**config.mk**
```make
export PLATFORM = sky130hd
export DESIGN_NAME = hazard_stall_controller
export DESIGN_NICKNAME = d
export VERILOG_FILES = /design/src/rtl/hazard_pkg.sv /design/src/rtl/hazard_detect.sv /design/src/rtl/hazard_stall_controller.sv
export SDC_FILE = /design/constraint.sdc
export NUM_CORES = 1
export LEC_CHECK = 0
export CORE_MARGIN = 5
export CORE_UTILIZATION = 29
export DETAILED_ROUTE_END_ITERATION = 8
export GPL_ROUTABILITY_DRIVEN = 0
export HOLD_SLACK_MARGIN = 0.03
export REMOVE_ABC_BUFFERS = 1
export SKIP_CTS_REPAIR_TIMING = 1
export SLEW_MARGIN = 20
export SYNTH_ARGS = -nofsm -noshare
export SYNTH_HDL_FRONTEND = slang
export SYNTH_SLANG_ARGS = --single-unit
```
**constraint.sdc**
```tcl
create_clock -name CLOCK -period 5.1 [get_ports CLOCK]
set_clock_uncertainty 0.2 [all_clocks]
set_input_delay 1.02 -clock CLOCK [delete_from_list [all_inputs] [get_ports CLOCK]]
set_output_delay 1.02 -clock CLOCK [all_outputs]
set_load 0.005 [all_outputs]
```
**src/rtl/hazard_pkg.sv**
```systemverilog
// hazard_pkg: shared state/cause encodings and register-match helper for the hazard stall controller.
package hazard_pkg;
  typedef enum logic [1:0] {RUN, STALL, DRAIN, COMMIT} state_e;
  typedef enum logic [1:0] {NONE, LOADUSE, BRANCH} cause_e;
  localparam logic [4:0] REG_ZERO = 5'd0;
  function automatic logic match(input logic [4:0] x, input logic [4:0] r);
    return (x == r) && (r != REG_ZERO);
  endfunction
endpackage

```
**src/rtl/hazard_detect.sv**
```systemverilog
// hazard_detect: combinational RAW comparison of ID sources against EXE/MEM destinations.
module hazard_detect
  import hazard_pkg::*;
(
  input  logic [4:0] rs_i,
  input  logic [4:0] rt_i,
  input  logic       uses_rt_i,
  input  logic       branch_i,
  input  logic       jr_i,
  input  logic [4:0] exe_reg_i,
  input  logic       exe_we_i,
  input  logic       exe_mr_i,
  input  logic [4:0] mem_reg_i,
  input  logic       mem_mr_i,
  output logic [1:0] n_o,
  output cause_e     cause_o
);
  logic exe_hit, mem_hit, br, lu, b2, b1;
  assign exe_hit = match(rs_i, exe_reg_i) | (uses_rt_i & match(rt_i, exe_reg_i));
  assign mem_hit = match(rs_i, mem_reg_i) | (uses_rt_i & match(rt_i, mem_reg_i));
  assign br      = branch_i | jr_i;
  assign lu      = exe_we_i & exe_mr_i & exe_hit;
  // branches resolve in ID, so a load one stage ahead needs two cycles
  assign b2      = br & lu;
  assign b1      = br & ((exe_we_i & ~exe_mr_i & exe_hit) | (mem_mr_i & mem_hit));
  assign n_o     = b2 ? 2'd2 : (lu | b1) ? 2'd1 : 2'd0;
  assign cause_o = (b2 | b1) ? BRANCH : lu ? LOADUSE : NONE;
endmodule

```
**src/rtl/hazard_stall_controller.sv**
```systemverilog
// hazard_stall_controller: stall/bubble/syscall-drain sequencer beside ID.
// Optional HAZARD_STATS_EN adds saturating stall/drain statistics counters.
module hazard_stall_controller
  import hazard_pkg::*;
#(
  parameter int DRAIN_CYCLES = 3
`ifdef HAZARD_STATS_EN
  , parameter int STAT_W = 32
`endif
) (
  input  logic       CLOCK,
  input  logic       RESET,
  input  logic [4:0] IDRegisterRS_IN,
  input  logic [4:0] IDRegisterRT_IN,
  input  logic       IDUsesRT_IN,
  input  logic       Branch_IN,
  input  logic       JumpRegister_IN,
  input  logic       Syscall_IN,
  input  logic       Taken_IN,
  input  logic [4:0] EXEWriteRegister_IN,
  input  logic       EXEWriteEnable_IN,
  input  logic       EXEMemRead_IN,
  input  logic [4:0] MEMWriteRegister_IN,
  input  logic       MEMMemRead_IN,
  output logic       StallIF_OUT,
  output logic       StallIFID_OUT,
  output logic       BubbleIDEXE_OUT,
  output logic       AltPCEnable_OUT,
  output logic       SyscallCommit_OUT
`ifdef HAZARD_STATS_EN
  , output logic [STAT_W-1:0] LoadUseStalls_OUT
  , output logic [STAT_W-1:0] BranchStalls_OUT
  , output logic [STAT_W-1:0] SyscallDrains_OUT
`endif
);
  localparam logic [2:0] DRAIN_M1 = 3'(DRAIN_CYCLES - 1);
  state_e     state_q, state_d;
  logic [2:0] cnt_q, cnt_d;
  logic [1:0] n;
  cause_e     cause;
  logic       stall, commit;
  hazard_detect u_detect (
    .rs_i      (IDRegisterRS_IN),
    .rt_i      (IDRegisterRT_IN),
    .uses_rt_i (IDUsesRT_IN),
    .branch_i  (Branch_IN),
    .jr_i      (JumpRegister_IN),
    .exe_reg_i (EXEWriteRegister_IN),
    .exe_we_i  (EXEWriteEnable_IN),
    .exe_mr_i  (EXEMemRead_IN),
    .mem_reg_i (MEMWriteRegister_IN),
    .mem_mr_i  (MEMMemRead_IN),
    .n_o       (n),
    .cause_o   (cause)
  );
  always_comb begin
    state_d = state_q;
    cnt_d   = cnt_q;
    stall   = 1'b0;
    commit  = 1'b0;
    case (state_q)
      RUN: begin
        if (cause != NONE) begin
          stall = 1'b1;
          if (n == 2'd2) begin
            state_d = STALL;
            cnt_d   = 3'd1;
          end
        end else if (Syscall_IN) begin
          stall   = 1'b1;
          state_d = (DRAIN_CYCLES == 1) ? COMMIT : DRAIN;
          cnt_d   = DRAIN_M1;
        end
      end
      STALL, DRAIN: begin
        stall = 1'b1;
        cnt_d = cnt_q - 3'd1;
        if (cnt_q == 3'd1) state_d = (state_q == STALL) ? RUN : COMMIT;
      end
      COMMIT: begin
        commit  = 1'b1;
        state_d = RUN;
      end
      default: state_d = RUN;
    endcase
  end
  always_ff @(posedge CLOCK or posedge RESET) begin
    if (RESET) begin
      state_q <= RUN;
      cnt_q   <= 3'd0;
    end else begin
      state_q <= state_d;
      cnt_q   <= cnt_d;
    end
  end
  assign StallIF_OUT       = stall;
  assign StallIFID_OUT     = stall;
  assign BubbleIDEXE_OUT   = stall;
  assign AltPCEnable_OUT   = Taken_IN & ~stall;
  assign SyscallCommit_OUT = commit;
`ifdef HAZARD_STATS_EN
  logic [STAT_W-1:0] lu_q, br_q, sd_q;
  logic              lu_inc, br_inc;
  // STALL is only ever entered for a branch waiting on an EXE load
  assign lu_inc = stall & (state_q == RUN) & (cause == LOADUSE);
  assign br_inc = stall & (((state_q == RUN) & (cause == BRANCH)) | (state_q == STALL));
  always_ff @(posedge CLOCK or posedge RESET) begin
    if (RESET) begin
      lu_q <= '0;
      br_q <= '0;
      sd_q <= '0;
    end else begin
      lu_q <= (lu_inc && !(&lu_q)) ? lu_q + 1'b1 : lu_q;
      br_q <= (br_inc && !(&br_q)) ? br_q + 1'b1 : br_q;
      sd_q <= (commit && !(&sd_q)) ? sd_q + 1'b1 : sd_q;
    end
  end
  assign LoadUseStalls_OUT = lu_q;
  assign BranchStalls_OUT  = br_q;
  assign SyscallDrains_OUT = sd_q;
`endif
endmodule

```
==> flow_summary.yaml, run 1 <==
outcome:
  status: "complete, no violations"
clock_network:
  insertion_delay_ns: 0.23
  cts-htree-levels: 1
  cts_tree: "built"
  cts_made_buffers: 3
  clk_path_buf_depth: 2
  cts_root_buf: "clkbuf_4"
  cts.sinks: 5
  clkTransAtPathRegs_ns: 0.04
synthesis:
  synth_cell_types: 29
  synthAdderAreaFrac_pct: 9.852
  yosys_warnings: 0
  synth_compound_area_share_pct: 21.84
  syn_area_per_cell_sq_um: 8.466
  synth_top_family_by_area: "XOR/XNOR gates"
  async_flop_share_pct: 100.0
  synthCells: 90
  synthMuxAreaShare_pct: 5.911
  ys_ff_latch: 5
  ys_seq_area_share_pct: 16.42
  synth_largest_area_cell: "xnor2_1"
  synthXorXnorAreaFrac_pct: 22.99
  synth_edf_count: 0
  synth-main-ff-cell: "dfrtp_1"
  yosys.area_share.simple_pct: 17.57
  synth_top_area_share_pct: 22.99
  syn-cell-area_sq_um: 762.0
  ys_top_cells_by_area: "xnor2_1 23%, dfrtp_1 16%, ha_1 9.9%"
timing:
  setup_ws_ns: 0.4831
  drv_slew: 0
  setup_viol: 0
  period_share_pct: 90.53
  slew_headroom_pct: 76.95
  fmax_mhz: 216.6
  final_hold_viol_count: 0
  tightest_slew_ns: 0.3457
  rsz0062_at_grt: "false"
  period_needed_ns: 4.617
  tns_ns: 0
final_layout:
  final_core_util_pct: 46.35
  nFillCells: 253
  drive_gt1_share_pct: 7.874
  layout_commonest_cell: "clkdlybuf4s50_1"
  final_cells: 157
  mostFrequentLayoutCells: "34 x clkdlybuf4s50_1, 20 x xnor2_1, 8 x nand2_1"
  antenna_cells: 0
  nNetsFinal: 164
  area_growth_pct: 52.05
drt:
  drc: 0
  dr.pass1.iters: 4
  via_count: 789
  detail-route-antenna-nets: 0
  drtIter0Drc: 20
  drt-total-wl_um: 2198
  drt-vias-per-instance: 5.025
  wire_per_inst_um: 14.00
global_routing:
  grt_pass1_vias: 842
  met1_usage_pct: 11.34
  antenna_found_initial: 0
  grt_first_pass_wirelength_um: 3367
  grt_max_degree: 8
  grt-ovfl-total: 0
  use_met2_pct: 24.17
  use_met3_pct: 2.516
  grt_busiest_layer: "met2"
  gr-usage-all-layers_pct: 11.91
die:
  coreArea_sq_um: 2500
  die_area_sq_um: 3753
  die_x_um: 61.26
  boundaryPins: 35
  chipHeight_um: 61.26
  initial_core_util_pct: 30.48
  rows: 18
critical_path:
  critPathBufInv: 2
  cp_top_family: "buffers and inverters"
  slowest_stage: "or4_1"
  cp-end-kind: "primary output"
  path_cells: "clkdlybuf4s50_1 -> or4_1 -> o21ai_2 -> nor2_2 -> a22oi_1 -> a21bo_1 -> a22o_1 -> clkdlybuf4s50_1"
  required_ns: 3.88
  worst-path-max-fanout: 3
  cp_common_cell: "clkdlybuf4s50_1"
  startpoint_type: "input port"
  crit_type: "input port to primary output"
  critPathArrivalTime_ns: 3.40
  critPathMaxStageDelay_ns: 0.56
power_and_ir_drop:
  power-per-cell-area_nw_per_um2: 419.9
  power.leakage_nw: 0.4530
  power_w: 0.0004865
  ir_drop_uv: 351.3
placed_design:
  io_buffer_count: 34
  dp_cells: 153
  place_ws_ns: 0.4805
  hpwl_um: 1904
run:
  cap_violations: 0
hold_path:
  hp-class: "register to register"
[logic make-up after synthesis]
kind of cell    after synthesis
simple gates                 26
compound gates               20
xor+xnor                     20
buf+inv                       9
fa+ha+maj                     6
flops                         5
mux                           4
[per-stage QoR]
step	hold WS [ns]	area [sq um]
5_1_grt	0.3721	1159
2_1_floorplan	0.3108	747.0
3_5_place_dp	0.3337	1132
3_3_place_gp	0.3331	1132
6_report	0.3430	1159
4_1_cts	0.3440	1159
[worst paths after layout]
check                           slack, ns                   start  cells past startpoint                      to
min in group asynchronous            0.77                   RESET                      2    cnt_q[1]$_DFFE_PP0P_
worst max-delay path                 0.48  EXEWriteRegister_IN[3]                      8         AltPCEnable_OUT
worst min register to register       0.34  state_q[0]$_DFFE_PP0P_                      1  state_q[0]$_DFFE_PP0P_
max in group asynchronous            3.77                   RESET                      2  state_q[0]$_DFFE_PP0P_
worst max register to register       3.11  state_q[0]$_DFFE_PP0P_                      5    cnt_q[2]$_DFFE_PP0P_
worst min-delay path                 0.34  state_q[0]$_DFFE_PP0P_                      1  state_q[0]$_DFFE_PP0P_
[worst reg2reg max path, cell delays in order, from the launching register on]
cell     delay, ns
dfrtp_1       0.39
inv_1         0.11
ha_1          0.28
a21bo_1       0.29
or2_1         0.26
a221o_1       0.34
[cells in the mapped netlist (all sizes together) (3+ instances only)]
library cell,count
xnor2,20
nand2,8
inv,7
nor2,7
ha,6
dfrtp,5
a21oi,4
o21ai,4
o22ai,4
mux2i,3
nand3,3
[sequential cells by signal, summed over array words and instances, names as in the netlist]
register / cells
state_q: 2
cnt_q: 3
[metal layers]
metal  share of wire [%]  vias up  wire (um)
li1                    -      393          -
met1                  37      359        824
met2                  52       37       1132
met3                  11        0        241
met4                   0        0          0
met5                   0        -          0
[final cells by class]
type / instances / area [sq um] / area share (%)
Inverter: 7 / 26.28 / 2.268
Clock buffer: 4 / 26.28 / 2.268
Sequential cell: 5 / 125.1 / 10.80
Tap cell: 30 / 37.54 / 3.240
Timing Repair Buffer: 35 / 347.8 / 30.02
Multi-Input combinational cell: 76 / 595.6 / 51.40
[power breakdown]
group	switching (W)	leakage [nW]	internal, W
clock network	0.0000144	0.0150	0.0000295
logic	0.000165	0.378	0.000199
registers	0.0000160	0.0604	0.0000626
(Power assumes the default switching activity.)
==> inputs of run 2 (changes only) <==
CTS_CLUSTER_SIZE = 24   (was default)
==> results of run 2 <==
The final DEF is identical to that of run 1; final timing and power are the same.
